--- src/rtl/score_table_ctrl.sv ---
// Best-score bookkeeping for the word-scramble game: arbitrates the per-player
// score RAM between result posting and best-score lookup, and keeps a top-3 leaderboard.
module score_table_ctrl #(
  parameter int SCORE_W = 7,
  parameter int PID_W   = 3
) (
  input  logic               clk,
  input  logic               rst,
  input  logic               clr_req,
  output logic               clr_ack,
  input  logic               upd_req,
  input  logic [PID_W-1:0]   upd_pid,
  input  logic               upd_guest,
  input  logic [SCORE_W-1:0] upd_score,
  output logic               upd_ack,
  output logic               upd_new_best,
  input  logic               rd_req,
  input  logic [PID_W-1:0]   rd_pid,
  output logic               rd_ack,
  output logic [SCORE_W-1:0] rd_score,
  output logic [PID_W-1:0]   top_pid0,
  output logic [PID_W-1:0]   top_pid1,
  output logic [PID_W-1:0]   top_pid2,
  output logic [SCORE_W-1:0] top_score0,
  output logic [SCORE_W-1:0] top_score1,
  output logic [SCORE_W-1:0] top_score2,
  output logic [2:0]         top_valid,
  output logic               busy,
  output logic               mem_en,
  output logic               mem_we,
  output logic [PID_W-1:0]   mem_addr,
  output logic [SCORE_W-1:0] mem_wdata,
  input  logic [SCORE_W-1:0] mem_rdata
);

  typedef enum logic [2:0] {
    IDLE    = 3'd0,
    CLR     = 3'd1,
    UPD_RD  = 3'd2,
    UPD_CMP = 3'd3,
    UPD_WR  = 3'd4,
    TOP_INS = 3'd5,
    RD_RD   = 3'd6,
    RD_CAP  = 3'd7
  } stateT;

  localparam logic [PID_W-1:0] LAST_ADDR = {PID_W{1'b1}};
  localparam logic [PID_W-1:0] ADDR_ONE  = {{(PID_W-1){1'b0}}, 1'b1};

  stateT              state;
  logic [PID_W-1:0]   pidR;
  logic [SCORE_W-1:0] scoreR;
  logic [PID_W-1:0]   clrCnt;
  logic               memEnR;
  logic               memWeR;
  logic [PID_W-1:0]   lbPid   [3];
  logic [SCORE_W-1:0] lbScore [3];
  logic [2:0]         lbValid;
  logic [PID_W-1:0]   nPid    [3];
  logic [SCORE_W-1:0] nScore  [3];
  logic [2:0]         nValid;
  logic [1:0]         n;
  logic               placed;
  logic               ackAny;

  assign ackAny     = clr_ack | upd_ack | rd_ack;
  // Gating with rst keeps the RAM write strobe low during the reset cycle itself.
  assign mem_en     = memEnR & rst;
  assign mem_we     = memWeR & rst;
  assign top_pid0   = lbPid[0];
  assign top_pid1   = lbPid[1];
  assign top_pid2   = lbPid[2];
  assign top_score0 = lbScore[0];
  assign top_score1 = lbScore[1];
  assign top_score2 = lbScore[2];
  assign top_valid  = lbValid;

  // Next leaderboard: drop same-pid entry, slot candidate after every entry scoring >= it.
  always_comb begin
    nPid   = '{default: '0};
    nScore = '{default: '0};
    nValid = 3'b000;
    n      = 2'd0;
    placed = 1'b0;
    for (int i = 0; i < 3; i++) begin
      if (lbValid[i] && (lbPid[i] != pidR)) begin
        if (!placed && (scoreR > lbScore[i])) begin
          placed = 1'b1;
          if (n != 2'd3) begin
            nPid[n]   = pidR;
            nScore[n] = scoreR;
            nValid[n] = 1'b1;
            n         = n + 2'd1;
          end else begin
            n = n;
          end
        end else begin
          placed = placed;
        end
        if (n != 2'd3) begin
          nPid[n]   = lbPid[i];
          nScore[n] = lbScore[i];
          nValid[n] = 1'b1;
          n         = n + 2'd1;
        end else begin
          n = n;
        end
      end else begin
        n = n;
      end
    end
    if (!placed && (n != 2'd3)) begin
      nPid[n]   = pidR;
      nScore[n] = scoreR;
      nValid[n] = 1'b1;
    end else begin
      n = n;
    end
  end

  // Controller FSM with registered acks, RAM strobes and leaderboard.
  always_ff @(posedge clk) begin
    if (!rst) begin
      state        <= IDLE;
      pidR         <= '0;
      scoreR       <= '0;
      clrCnt       <= '0;
      memEnR       <= 1'b0;
      memWeR       <= 1'b0;
      mem_addr     <= '0;
      mem_wdata    <= '0;
      busy         <= 1'b0;
      clr_ack      <= 1'b0;
      upd_ack      <= 1'b0;
      upd_new_best <= 1'b0;
      rd_ack       <= 1'b0;
      rd_score     <= '0;
      lbPid        <= '{default: '0};
      lbScore      <= '{default: '0};
      lbValid      <= 3'b000;
    end else begin
      clr_ack      <= 1'b0;
      upd_ack      <= 1'b0;
      upd_new_best <= 1'b0;
      rd_ack       <= 1'b0;
      case (state)
        IDLE: begin
          if (!ackAny && clr_req) begin
            state     <= CLR;
            busy      <= 1'b1;
            lbValid   <= 3'b000;
            clrCnt    <= '0;
            memEnR    <= 1'b1;
            memWeR    <= 1'b1;
            mem_addr  <= '0;
            mem_wdata <= '0;
          end else if (!ackAny && upd_req) begin
            if (upd_guest) begin
              upd_ack <= 1'b1;
            end else begin
              state    <= UPD_RD;
              busy     <= 1'b1;
              pidR     <= upd_pid;
              scoreR   <= upd_score;
              memEnR   <= 1'b1;
              memWeR   <= 1'b0;
              mem_addr <= upd_pid;
            end
          end else if (!ackAny && rd_req) begin
            state    <= RD_RD;
            busy     <= 1'b1;
            memEnR   <= 1'b1;
            memWeR   <= 1'b0;
            mem_addr <= rd_pid;
          end else begin
            state <= IDLE;
          end
        end
        CLR: begin
          if (clrCnt == LAST_ADDR) begin
            state   <= IDLE;
            busy    <= 1'b0;
            memEnR  <= 1'b0;
            memWeR  <= 1'b0;
            clrCnt  <= '0;
            clr_ack <= 1'b1;
          end else begin
            clrCnt   <= clrCnt + ADDR_ONE;
            mem_addr <= clrCnt + ADDR_ONE;
          end
        end
        UPD_RD: begin
          state  <= UPD_CMP;
          memEnR <= 1'b0;
        end
        UPD_CMP: begin
          if (scoreR > mem_rdata) begin
            state     <= UPD_WR;
            memEnR    <= 1'b1;
            memWeR    <= 1'b1;
            mem_wdata <= scoreR;
          end else begin
            state   <= IDLE;
            busy    <= 1'b0;
            upd_ack <= 1'b1;
          end
        end
        UPD_WR: begin
          state  <= TOP_INS;
          memEnR <= 1'b0;
          memWeR <= 1'b0;
        end
        TOP_INS: begin
          for (int j = 0; j < 3; j++) begin
            lbPid[j]   <= nPid[j];
            lbScore[j] <= nScore[j];
          end
          lbValid      <= nValid;
          state        <= IDLE;
          busy         <= 1'b0;
          upd_ack      <= 1'b1;
          upd_new_best <= 1'b1;
        end
        RD_RD: begin
          state  <= RD_CAP;
          memEnR <= 1'b0;
        end
        RD_CAP: begin
          rd_score <= mem_rdata;
          state    <= IDLE;
          busy     <= 1'b0;
          rd_ack   <= 1'b1;
        end
        default: begin
          state  <= IDLE;
          busy   <= 1'b0;
          memEnR <= 1'b0;
          memWeR <= 1'b0;
        end
      endcase
    end
  end

endmodule

--- config.mk ---
export PLATFORM = sky130hd
export DESIGN_NAME = score_table_ctrl
export DESIGN_NICKNAME = d
export VERILOG_FILES = /design/src/rtl/score_table_ctrl.sv
export SDC_FILE = /design/constraint.sdc
export NUM_CORES = 1
export LEC_CHECK = 0
export CORE_MARGIN = 2
export CORE_UTILIZATION = 35
export CTS_CLUSTER_SIZE = 25
export DETAILED_ROUTE_END_ITERATION = 12
export MAX_ROUTING_LAYER = met4
export PLACE_DENSITY = 0.57
export SLEW_MARGIN = 15
export SYNTH_ARGS = -nofsm -noshare
export SYNTH_HDL_FRONTEND = slang
export SYNTH_SLANG_ARGS = --single-unit
--- constraint.sdc ---
create_clock -name clk -period 2.5 [get_ports clk]
set_input_delay 0.375 -clock clk [delete_from_list [all_inputs] [get_ports clk]]
set_output_delay 0.375 -clock clk [all_outputs]
set_load 0.02 [all_outputs]
# Word-level counts from Yosys, hierarchy flattened
# Index checks and enable logic that the tools add are counted.
# totals
reg_bits	73
latch_bits	0
ram_bits	0
mem_bits_ro	0
input_bits	26
out_inout_bits	57
word_cells	295
mem_count	0
# classes
add_sub_neg	6
multipliers	0
div	0
magnitude_cmp	28
n_eq_ne	24
shifts	0
mux	154
bitwise	18
n_reduce_logical	44
# ops
operator	n
$mux 21	13
$bwmux 21	6
$mux 9	13
$mux 3	34
$demux 7 s2	6
$mux 7	10
$bwmux 9	6
$demux 3 s2	6
$mux 1	32
$gt 7x7->1	4
$mux 2	13
$ne 2x2->1 const B	11
$logic_and 1x1->1	21
$pmux 3 s7	1
$ge 3x3->1 const B	6
$lt 2x3->1 const B	6
$lt 3x1->1 const B	6
$not 2->3	6
$pmux 3 s2	3
$eq 3x3->1 const B	5
$or 3x3->3	5
$reduce_and 5->1	3
$pmux 7 s2	1
$demux 1 s2	6
other kinds (22)	51

# Longest topological paths before layout
# Gate-level depths: netlist of the first run.
# logic_depth
ltp_word	27
depth_mapped	12

# Worst setup path before layout of the first run
# Ideal clock, no wire load.
# synth_timing
path_type	flip-flop to flip-flop
from	reg lbScore (netlist bit top_score1[5])
to	reg lbScore (netlist bit top_score2[4])
setup_ns	0.117
arrival_ns	2.534
required_time_ns	2.383
path_slack_ns	-0.151
stages_incl_launch_ff	12
n_path_buf	1
cell_sequence	dfxtp_1 inv_1 ha_1 a21o_1 a21oi_1 nand3_1 nand2_1 a21oi_1 clkbuf_1 a22oi_1 a21oi_2 o22a_1
# synth_via
elab_chain_len	21
elab_cells_between_ends	64
classes_between	add/sub (3); order compare (9); eq/ne (4); mux (35); bitwise (4); reduce/logical (9)
# synth_rtl
item	line	source
start: declaration	57	logic [SCORE_W-1:0] lbScore [3];
start signal: indexed assignment	216	lbScore[j] <= nScore[j];
$gt 7x7->1 *	87	if (!placed && (scoreR > lbScore[i])) begin
$logic_and 1x1->1 *	87	
$mux 2	87	
$mux 2	86	if (lbValid[i] && (lbPid[i] != pidR)) begin
$add 2x1->2, or another cell as far along	104	n = n + 2'd1;
$mux 2, or another cell as far along	100	if (n != 2'd3) begin
$mux 2 or $logic_and 1x1->1 (tied branches)	86, 102	
$add 2x1->2, or another cell as far along	93	n = n + 2'd1;
[5 not listed]	n/a	
$mux 2, or another cell as far along	86	
$not 2->3 (not written as such), or another cell as far along	114	nScore[n] = scoreR;
$ge 3x3->1 (not written as such), or another cell as far along	114	
$logic_and 1x1->1 (not written as such) or $bwmux 21 (tied branches)	114, 102	
$mux 7 (not written as such) or $mux 21 (tied branches)	114, 100	
$demux 7 s2 or $mux 21 (tied branches)	114, 86	
$bwmux 21	114	
$mux 21 *	112	if (!placed && (n != 2'd3)) begin
# Mark *: on every way between the ends. The rest lies on a longest branch, timed or not. The select of a mux whose other input is x is not followed.
# A chain may end at the register's enable or synchronous reset.

# Worst setup path after layout of the first run
# layout_timing
from	reg lbScore (netlist bit top_score1[6])
to	reg lbScore (netlist bit top_score2[4])
# The elaborated chain is that of the path after synthesis.

==> results.md, run 1 <==
- I/O Buffers: 82
- WL per Instance: 19.4 microns
- Final Routed Wirelength: 19,500 microns
- Commonest register cell after synthesis: dfxtp_1
- Crit path kind: reg -> reg
- Syn_nets: 652
- LEAKAGE: 3.10 nW
- Worst reg-to-reg setup slack: -0.005 ns
- GPL Wtd Cong: 0.991
- Finished Cell Area: 8010 sq um
- Unique masters post-synth: a little over 80
- Hold Path Origin: mem_wdata[5]$_SDFFE_PN0P_
- Critical path startpoint category: flip-flop
- Placed cell areas: 6930 sq um
- Initial antenna violation count: 0
- Fin nets: 873
- Vias per cell: between 5 and 6
- Vias: 5,647
- PD cells: 428 nW/um^2
- Tightest Pin Transition: 0.566 ns
- Max_cap viols: 0
- Pre-CTS setup slack: -0.264 ns
- Core ar.: 13,900 sq um
- Inst Count DP: 964
- Post-route DRC: 0
- Tmin final: roughly 2.5 ns
- Die Span Y: 123 microns
- Yosys warns: 0
- CP endpoint: top_score2[4]$_SDFFE_PN0P_
- Maximum clock insertion buffer count: 2
- DR iter-0 viols: 300
- Status: finished, violations left
- Global-route wire length before repair: 29,900 microns
- Hpwl dp: approximately 15,000 microns
- Worst-path cell chain: inv_1, ha_1, nand3_2, buf_4, a21oi_4, nand2_4, a31o_4, nor4_4, buf_6, nor3_2, o22a_1
- # fillers: 1,268
- Root Driver: clkbuf_16
- CTS H-Tree Depth: 3
- Final period util: 100%
- CTS tree: yes
- Post-cts hold buffer count: 0
- Seq cells post-synth: 73
- Total Routing Usage GR: 26.5%
- Grt ovf: 0
- Crit path DAT: 2.74 ns
- Register area: ~1500 sq um
- Num rows: 43
- Final ANT Viol Nets: 0
- TritonCTS buffer count: 9
- Synthesized area per cell: roughly 8.4 sq um
- Post-Layout Cell Count: 1,002
- Die area: roughly 15,000 sq um
- Worst Setup SP: top_score1[6]$_SDFFE_PN0P_
- CP max-delay cell: ha_1
- Async SR Flop Fraction: 0%
- Initial DRT Pass Iterations: 4
- Die X: around 120 microns
- Clock Latency Late Sink: about 0.35 ns
- Hold path cells: 2
- Path depth of the worst reg2reg path: 11
- Largest net degree at the start of global routing: 27
- Final hold vios: 0
- RSZ-0062 raised after global routing: true
- Seq/Total Area, Yosys: 29.3%
- Number of flops mapped to enable cells by yosys: 0
- Worst min path class: reg -> reg
- Failing checks: setup timing
- Reg-to-Reg End: top_score2[4]$_SDFFE_PN0P_
- Clk slew on worst S/H paths: 0.07 ns
- Area of the multi-input gates: 3750 sq um
- Final Power: 0.00343 W
- Initial core utilization: 36.0%
- Synthesized cell area: 4990 sq um
- Final Skew: 0.00879 ns
- Number of global-route vias before repair: 5,701
- Launch point of the worst reg-to-reg path: top_score1[6]$_SDFFE_PN0P_
- Clock sinks: 73
- N_diodes: 0
- Endpoints failing setup: 4
- Peak supply drop: 0.000392 V
- CP required: roughly 2.7 ns
- Area Growth Syn to Fin: 60.4%
- Slew headroom: 62.1%
- Pins over their slew limit: 0
- IO Count: 83
- Syn Inst Count: 596
- Peak Freq: between 0.3 and 0.4 GHz
- Max stage delay on crit path: approximately 0.33 ns
- Endpoint class of the critical path: flip-flop
- Crit path setup slack, layout: -0.00482 ns
- Crit Path Max Fanout: 6
- Layout cells sized above 1: a little under two fifths
- TNS Setup: -0.0159 ns
## where the power goes
part | switching (W) | internal (W)
Clock | 0.000569 | 0.000803
Combinational | 0.000454 | 0.000374
Sequential | 0.0000361 | 0.00119
Total | 0.00106 | 0.00237
## sequential cells by signal (all words and copies together) (netlist names), 7 cells and up
name	count
rd_score	7
mem_wdata	7
scoreR	7
top_score0	7
top_score1	7
top_score2	7
## worst max-delay path: cells and delay by family, from the launching register on
kind | cells | cell delay (ns)
compound gates | 3 | 0.77
simple gates | 4 | 0.57
buf+inv | 3 | 0.42
fa+ha+maj | 1 | 0.33
flops | 1 | 0.32
## what timing repair did
item	4_1_cts	5_1_grt
buffers inserted	6	15
setup endpoints to repair	30	39
gates cloned	0	1
resized for setup	35	95
pin swaps	17	41
## metal layers
| metal | up-vias | share of wire, % | GRT usage (%) |
|---|---|---|---|
| met1 | 2699 | 44 | 33.5 |
| met5 | - | 0 | - |
| met4 | 0 | 2.7 | 8.59 |
| met2 | 220 | 48 | 43.4 |
| li1 | 2684 | - | - |
| met3 | 44 | 6.1 | 4.06 |
## synthesized netlist by cell type, types with 14 or more instances
| master | number | share of area (%) |
|---|---|---|
| dfxtp_1 | 73 | 29 |
| nor2_1 | 57 | 4.3 |
| a21oi_1 | 56 | 5.6 |
| nand2_1 | 52 | 3.9 |
| inv_1 | 35 | 2.6 |
| ha_1 | 30 | 7.5 |
| mux2i_1 | 27 | 5.4 |
| o21ai_0 | 27 | 2.7 |
| nor3_1 | 17 | 1.7 |
| clkbuf_1 | 16 | 1.2 |
| nand3_1 | 15 | 1.5 |
| a31oi_1 | 14 | 1.8 |
## cell type report
type	instances	area share [%]
multi-input combinational	458	46.9
timing repair buffer	239	26.0
sequential	73	18.8
clock buffer	10	2.98
tap	180	2.81
inverter	36	1.72
clock inverter	6	0.812
## cells by family (layout without fill, tap and decap cells)
kind of cell / Yosys count / after routing / share of synthesized area, %
flops: 73 / 73 / 29.3
compound gates: 215 / 215 / 31.8
simple gates: 176 / 176 / 17.2
fa+ha+maj: 30 / 30 / 7.52
xor+xnor: 9 / 9 / 2.18
mux: 28 / 28 / 5.64
buf+inv: 65 / 291 / 6.34
## cells in the final DEF, fill, tap and decap left out, types with 6 or more instances in the layout
cell and count:
nor2_1 51, a21oi_1 42, o22ai_1 9, o21ai_0 20, buf_4 138, dfxtp_1 51
dfxtp_2 17, a221oi_1 7, nand3_1 12, buf_6 15, ha_1 20, ha_4 10
mux2i_1 27, clkbuf_16 9, o21ai_2 6, inv_1 34, clkdlybuf4s50_1 82, a31oi_1 14
a221oi_2 6, o21ai_1 6, nand2_1 48, nor3_1 12, a21oi_2 20, a221o_1 7
## worst min-delay path by stage
stage | end | slack, ns
floorplan | clrCnt[2]$_SDFFE_PN0P_ | 0.45
global placement | mem_wdata[6]$_SDFFE_PN0P_ | 0.45
detailed placement | mem_wdata[5]$_SDFFE_PN0P_ | 0.45
CTS | mem_wdata[5]$_SDFFE_PN0P_ | 0.47
global route | mem_wdata[5]$_SDFFE_PN0P_ | 0.48
finish | mem_wdata[5]$_SDFFE_PN0P_ | 0.46
## per-stage QoR
step           hold WS [ns]  util [%]
2_1_floorplan         0.452         -
3_3_place_gp          0.453      49.9
6_report              0.462      57.7
3_5_place_dp          0.446      49.9
4_1_cts               0.466      53.3
5_1_grt               0.481      57.7
No activity file was read; power rests on OpenSTA's default activity.
==> run 2: changes to the inputs <==
--- a/config.mk
+++ b/config.mk
@@ -5,6 +5,7 @@
 export SDC_FILE = /design/constraint.sdc
 export NUM_CORES = 1
 export LEC_CHECK = 0
+export CAP_MARGIN = 40
 export CORE_MARGIN = 2
 export CORE_UTILIZATION = 35
 export CTS_CLUSTER_SIZE = 25
==> results of run 2 <==
Same layout as run 1: the final DEF is identical, and so are final timing and power.
